$ cat config.mk
export PLATFORM = sky130hd
export DESIGN_NAME = lighthouse_sensor_frame
export DESIGN_NICKNAME = d
export VERILOG_FILES = /design/src/rtl/lighthouse_sensor_frame.sv
export SDC_FILE = /design/constraint.sdc
export NUM_CORES = 2
export LEC_CHECK = 0
export CAP_MARGIN = 0
export CORE_MARGIN = 8
export CORE_UTILIZATION = 52
export DETAILED_ROUTE_END_ITERATION = 10
export GPL_TIMING_DRIVEN = 0
export PLACE_DENSITY = 0.78
export SLEW_MARGIN = 15
export SYNTH_ARGS = -nofsm -noshare
export SYNTH_HDL_FRONTEND = slang
export SYNTH_SLANG_ARGS = --single-unit
$ cat constraint.sdc
create_clock -name clock -period 5.2 [get_ports clock]
set_input_delay 0.78 -clock clock [delete_from_list [all_inputs] [get_ports clock]]
set_output_delay 0.78 -clock clock [all_outputs]
set_load 0.02 [all_outputs]
$ cat src/rtl/lighthouse_sensor_frame.sv
// Eight-channel lighthouse receiver: measures sync-flash-to-sweep-hit time per photodiode
// and publishes all eight results as one 256-bit frame word every FRAME_PERIOD cycles.
module lighthouse_sensor_frame #(
  parameter int unsigned FRAME_PERIOD   = 50000,
  parameter logic [31:0] GLITCH_MAX     = 32'd4,
  parameter logic [31:0] SYNC_MIN_WIDTH = 32'd3000,
  parameter logic [31:0] SYNC_MAX_WIDTH = 32'd7000,
  parameter logic [31:0] AXIS_THRESHOLD = 32'd5000,
  parameter logic [31:0] SWEEP_TIMEOUT  = 32'd400000,
  parameter logic [31:0] TS_INIT        = 32'd0
) (
  input  logic         clock,
  input  logic         reset_n,
  input  logic [7:0]   sensor,
  output logic [255:0] data,
  output logic         dataReady
);

  localparam int CW = (FRAME_PERIOD > 1) ? $clog2(FRAME_PERIOD) : 1;
  localparam logic [CW-1:0] FRAME_LAST = CW'(FRAME_PERIOD - 1);

  typedef enum logic [1:0] {IDLE, PULSE, ARMED, ARMED_PULSE} state_t;

  logic [7:0]    sync_a;
  logic [7:0]    sync_b;
  logic [7:0]    sync_q;
  logic [31:0]   ts;
  logic [CW-1:0] frame_count;
  logic          tick;
  logic [255:0]  words;

  assign tick = (frame_count == FRAME_LAST);

  // Synchronizers, free-running timestamp, frame counter and the frame snapshot.
  always_ff @(posedge clock or negedge reset_n) begin
    if (!reset_n) begin
      sync_a      <= '0;
      sync_b      <= '0;
      sync_q      <= '0;
      ts          <= TS_INIT;
      frame_count <= '0;
      data        <= '0;
      dataReady   <= 1'b0;
    end else begin
      sync_a      <= sensor;
      sync_b      <= sync_a;
      sync_q      <= sync_b;
      ts          <= ts + 32'd1;
      frame_count <= tick ? '0 : frame_count + CW'(1);
      dataReady   <= tick;
      if (tick) data <= words;
    end
  end

  for (genvar i = 0; i < 8; i++) begin : g_sensor
    state_t      state;
    state_t      state_next;
    logic [31:0] rise_t;
    logic [31:0] sync_t;
    logic [31:0] width;
    logic [31:0] delta;
    logic [31:0] age;
    logic [28:0] delta_sat;
    logic [31:0] word;
    logic        axis;
    logic        rise;
    logic        fall;
    logic        load_rise;
    logic        load_sync;
    logic        write_word;

    assign rise      = sync_b[i] & ~sync_q[i];
    assign fall      = ~sync_b[i] & sync_q[i];
    assign width     = ts - rise_t;
    assign delta     = rise_t - sync_t;
    assign age       = ts - sync_t;
    assign delta_sat = (delta[31:29] != 3'b000) ? 29'h1FFF_FFFF : delta[28:0];
    assign words[32*i +: 32] = word;

    // A sweep landing on the tick cycle keeps its word for the next frame.
    always_ff @(posedge clock or negedge reset_n) begin
      if (!reset_n) begin
        state  <= IDLE;
        rise_t <= '0;
        sync_t <= '0;
        axis   <= 1'b0;
        word   <= '0;
      end else begin
        state <= state_next;
        if (load_rise) rise_t <= ts;
        if (load_sync) begin
          sync_t <= rise_t;
          axis   <= (width >= AXIS_THRESHOLD);
        end
        if (write_word) word <= {1'b1, axis, 1'b0, delta_sat};
        else if (tick)  word <= '0;
      end
    end

    always_comb begin
      state_next = state;
      load_rise  = 1'b0;
      load_sync  = 1'b0;
      write_word = 1'b0;
      if ((state == ARMED || state == ARMED_PULSE) && age > SWEEP_TIMEOUT) begin
        state_next = IDLE;
      end else begin
        case (state)
          IDLE: begin
            if (rise) begin
              state_next = PULSE;
              load_rise  = 1'b1;
            end
          end
          ARMED: begin
            if (rise) begin
              state_next = ARMED_PULSE;
              load_rise  = 1'b1;
            end
          end
          PULSE, ARMED_PULSE: begin
            if (fall) begin
              if (width < GLITCH_MAX) begin
                state_next = (state == PULSE) ? IDLE : ARMED;
              end else if (width >= SYNC_MIN_WIDTH && width <= SYNC_MAX_WIDTH) begin
                state_next = ARMED;
                load_sync  = 1'b1;
              end else if (width > SYNC_MAX_WIDTH) begin
                state_next = IDLE;
              end else begin
                state_next = IDLE;
                write_word = (state == ARMED_PULSE);
              end
            end
          end
          default: state_next = IDLE;
        endcase
      end
    end
  end

endmodule

==> flow_metrics.py <==
metrics = {
    "critical_path": {
        "worstPathMaxFanout": 11,
        "cp.required_ns": 5.88,
        "worstSetupPathType": "flop to flop",
        "rr_endpoint": "g_sensor[4].rise_t[26]$_DFFE_PN0P_",
        "reg2regPathDepth": 15,
        "r2r_setup_slack_ns": 0.01,
        "timing.rr.start": "ts[3]$_DFF_PN0_",
        "worstPathArrival_ns": 5.87,
        "start_kind": "flop",
        "crit_path_end_kind": "flop",
    },
    "place": {
        "io_buffers": 258,
        "place.gp.congestion": 0.986,
        "dp_hpwl_um": 229000,
        "dp_slack_ns": -1.61,
        "place_inst": 12900,
    },
    "logic_synthesis": {
        "synthArstFlopShare_pct": 100,
        "synthMuxAreaShare_pct": 9.89,
        "yosys.area_share.simple_pct": 18.3,
        "yosysWarnings": 0,
        "synth_top_family_by_area": "compound AO/OA/AOI/OAI gates",
        "ys.flop_type": "dfrtp_1",
        "synth-seq-cells": 1105,
        "syn_inst": 10300,
        "synth_area_um2": 87900,
        "synth_compound_area_share_pct": 18.8,
        "syn_area_per_cell_um2": 8.50,
        "synth_edf_count": 0,
        "yosysTopAreaCell": "dfrtp_1",
        "synthAdderAreaFrac_pct": 11.2,
        "synth_top_area_share_pct": 31.5,
        "synth_cell_types": 108,
        "synth_xor_xnor_area_share_pct": 5.26,
        "seq_area_frac_synth_pct": 31.5,
        "synth_area_leaders": "dfrtp_1 31%, ha_1 11%, nand2_1 6.5%, mux2i_1 6.2%, a21oi_1 4.0%",
    },
    "finish": {
        "instances_no_fill": 13200,
        "drive_gt1_share_pct": 9.43,
        "synthToLayoutAreaGrowth_pct": 15.1,
        "fin_nets": 11700,
    },
    "grt": {
        "grt_max_degree": 161,
        "grt_pass1_vias": 78100,
        "grt_pass1_wl_um": 454000,
        "track_usage_pct": 31.8,
        "antenna_found_initial": 24,
        "grt-ovfl-total": 0,
    },
    "clock_tree": {
        "cts_buffers": 132,
        "htreeDepth": 4,
        "root_buffer": "clkbuf_16",
        "clk_latency_ns": 0.82,
        "cts_tree": "done",
        "cts_sinks": 1105,
        "clk_pin_slew_ns": 0.06,
        "cts_buffer_depth": 3,
    },
    "timing": {
        "drv_slew": 0,
        "totalNegativeSetupSlack_ns": 0,
        "timing.fmax_mhz": 193,
        "hold_slack_ns": 0.345,
        "fin_skew_ns": 0.0458,
        "worst_pin_slew_ns": 1.14,
        "layout_min_cycle_time_ns": 5.19,
        "period_share_pct": 99.8,
        "slew_headroom_pct": 23.8,
        "fin_ws_ns": 0.0120,
        "final-setup-viol-count": 0,
        "finalHoldViolCount": 0,
    },
    "detailed_routing": {
        "drt_wl_total_um": 301000,
        "vias": 80800,
        "drt-initial-drc-count": 7635,
        "wire_per_inst_um": 22.8,
        "vias_per_cell": 6.12,
        "drtPass1Iterations": 8,
        "drc": 0,
        "postRouteAntennaNets": 0,
    },
    "floorplanning": {
        "ioPinCount": 267,
        "die_x_um": 427,
        "num_rows": 151,
        "die-area_um2": 182000,
        "core_area_um2": 169000,
        "initial_core_util_pct": 52.1,
        "dieHeight_um": 427,
    },
    "outcome": {
        "outcome": "completed",
    },
    "pwr": {
        "power.density_nw_per_um2": 232,
        "totalPowerFinal_mw": 23.4,
        "vdd_drop_max_uv": 356,
        "p_leak_nw": 51.6,
    },
    "worst_hold_path": {
        "min_to": "sync_b[1]$_DFF_PN0_",
        "hp-class": "flop to flop",
        "min_from": "sync_a[1]$_DFF_PN0_",
        "holdPathStages": 0,
    },
    "job": {
        "drv_cap": 0,
    },
}
## metal layers
metal	track usage [%]	vias up	wire, µm
li1	-	37800	-
met1	38.4	38900	119000
met2	50.6	3102	135000
met3	5.55	1005	20500
met4	24.3	6	26900
met5	0	-	82
## cells in the final DEF (no fill, tap or decap), types with 70 or more instances in the layout
cell / instances
nand2_1: 1531
dfrtp_1: 1074
ha_1: 745
inv_1: 737
nor2_1: 734
a21oi_1: 689
mux2i_1: 545
o21ai_0: 400
xnor2_1: 341
a21o_1: 337
clkdlybuf4s50_1: 257
clkbuf_1: 252
mux2_2: 245
nand3_1: 200
xor2_1: 187
o21a_1: 143
nor3_1: 139
clkbuf_16: 135
nand2b_1: 134
nand4_1: 118
a31oi_1: 111
o21bai_1: 100
buf_4: 97
nor2b_1: 96
and3_1: 94
a211oi_1: 70
## synthesized netlist by cell type, types with 204 or more instances
cell / n
o21ai_0: 411
xnor2_1: 341
clkbuf_1: 265
a21oi_1: 710
nand2_1: 1532
a21o_1: 337
inv_1: 737
nand3_1: 204
nor2_1: 734
ha_1: 746
mux2_2: 245
dfrtp_1: 1105
mux2i_1: 546
## power breakdown
group          switching (mW)  leakage (nW)  internal [mW]
logic                    2.92          34.3           1.93
clock network            4.04          2.16           5.60
registers               0.164          15.1           8.78
## area by class of cell
| class | instances | area [µm²] |
|---|---|---|
| Antenna cell | 29 | 72.6 |
| Buffer | 371 | 1850 |
| Clock buffer | 177 | 3720 |
| Clock inverter | 58 | 709 |
| Fill cell | 14800 | 67400 |
| Inverter | 739 | 2810 |
| Multi-Input combinational cell | 8117 | 56500 |
| Sequential cell | 1105 | 27700 |
| Tap cell | 2218 | 2780 |
| Timing Repair Buffer | 405 | 4950 |
## worst max-delay path, cell delays in order, from the launching register on
cell and delay, ns:
dfrtp_4 0.62, buf_12 0.24, ha_1 0.37, o211a_1 0.22, o31a_1 0.12, o211ai_1 0.36, a21oi_2 0.15, nand2b_2 0.27
a41oi_1 0.23, o22ai_1 0.11, or4_1 0.55, o221a_2 0.29, o41ai_4 0.44, nor3b_4 0.41, buf_4 0.30, mux2_2 0.36
## stage by stage
stage / utilization (%) / cell area [µm²]
after floorplan: - / 87900
after global placement: 55.3 / 93200
after detailed placement: 56.3 / 94900
after CTS: 59.4 / 100000
after global routing: 60.0 / 101000
final: 60.0 / 101000
## how the worst max path moves through the flow
stage	startpoint	endpoint	slack, ns	depth (start not counted)
2_1_floorplan	ts[0]$_DFF_PN0_	g_sensor[2].axis$_DFFE_PN0P_	0.40	17
3_3_place_gp	reset_n	ts[1]$_DFF_PN0_	-49.71	1
3_5_place_dp	ts[1]$_DFF_PN0_	g_sensor[5].rise_t[29]$_DFFE_PN0P_	-1.61	16
4_1_cts	ts[7]$_DFF_PN0_	g_sensor[7].word[21]$_DFFE_PN0P_	0.00009	17
5_1_grt	ts[10]$_DFF_PN0_	g_sensor[4].rise_t[30]$_DFFE_PN0P_	-0.1	15
6_report	ts[3]$_DFF_PN0_	g_sensor[4].rise_t[26]$_DFFE_PN0P_	0.01	15
## sequential cells by signal, indices dropped and copies added, names as in the netlist
| register | flops |
|---|---|
| sync_b | 8 |
| sync_q | 8 |
| dataReady | 1 |
| data | 248 |
| g_sensor.state | 16 |
| g_sensor.rise_t | 256 |
| g_sensor.axis | 8 |
| sync_a | 8 |
| g_sensor.word | 248 |
| g_sensor.sync_t | 256 |
| frame_count | 16 |
| ts | 32 |
## timing repair
item / CTS / global route
gates resized for setup: 96 / 152
endpoints found under the hold margin: 82 / 0
pin swaps: 19 / 37
buffers inserted: 29 / 51
endpoints found under the setup margin: 781 / 752
cloned: 1 / 0
hold buffers: 1 / 0
## kinds of logic after synthesis
logic type	Yosys count
multiplexers	823
AND/OR/NAND/NOR	3473
adder cells (fa/ha/maj)	770
AO/OA/AOI/OAI	2515
XOR/XNOR	528
other	1
flip-flops	1105
buffers and inverters	1116
Note: power is estimated with default switching activity, not from simulation.
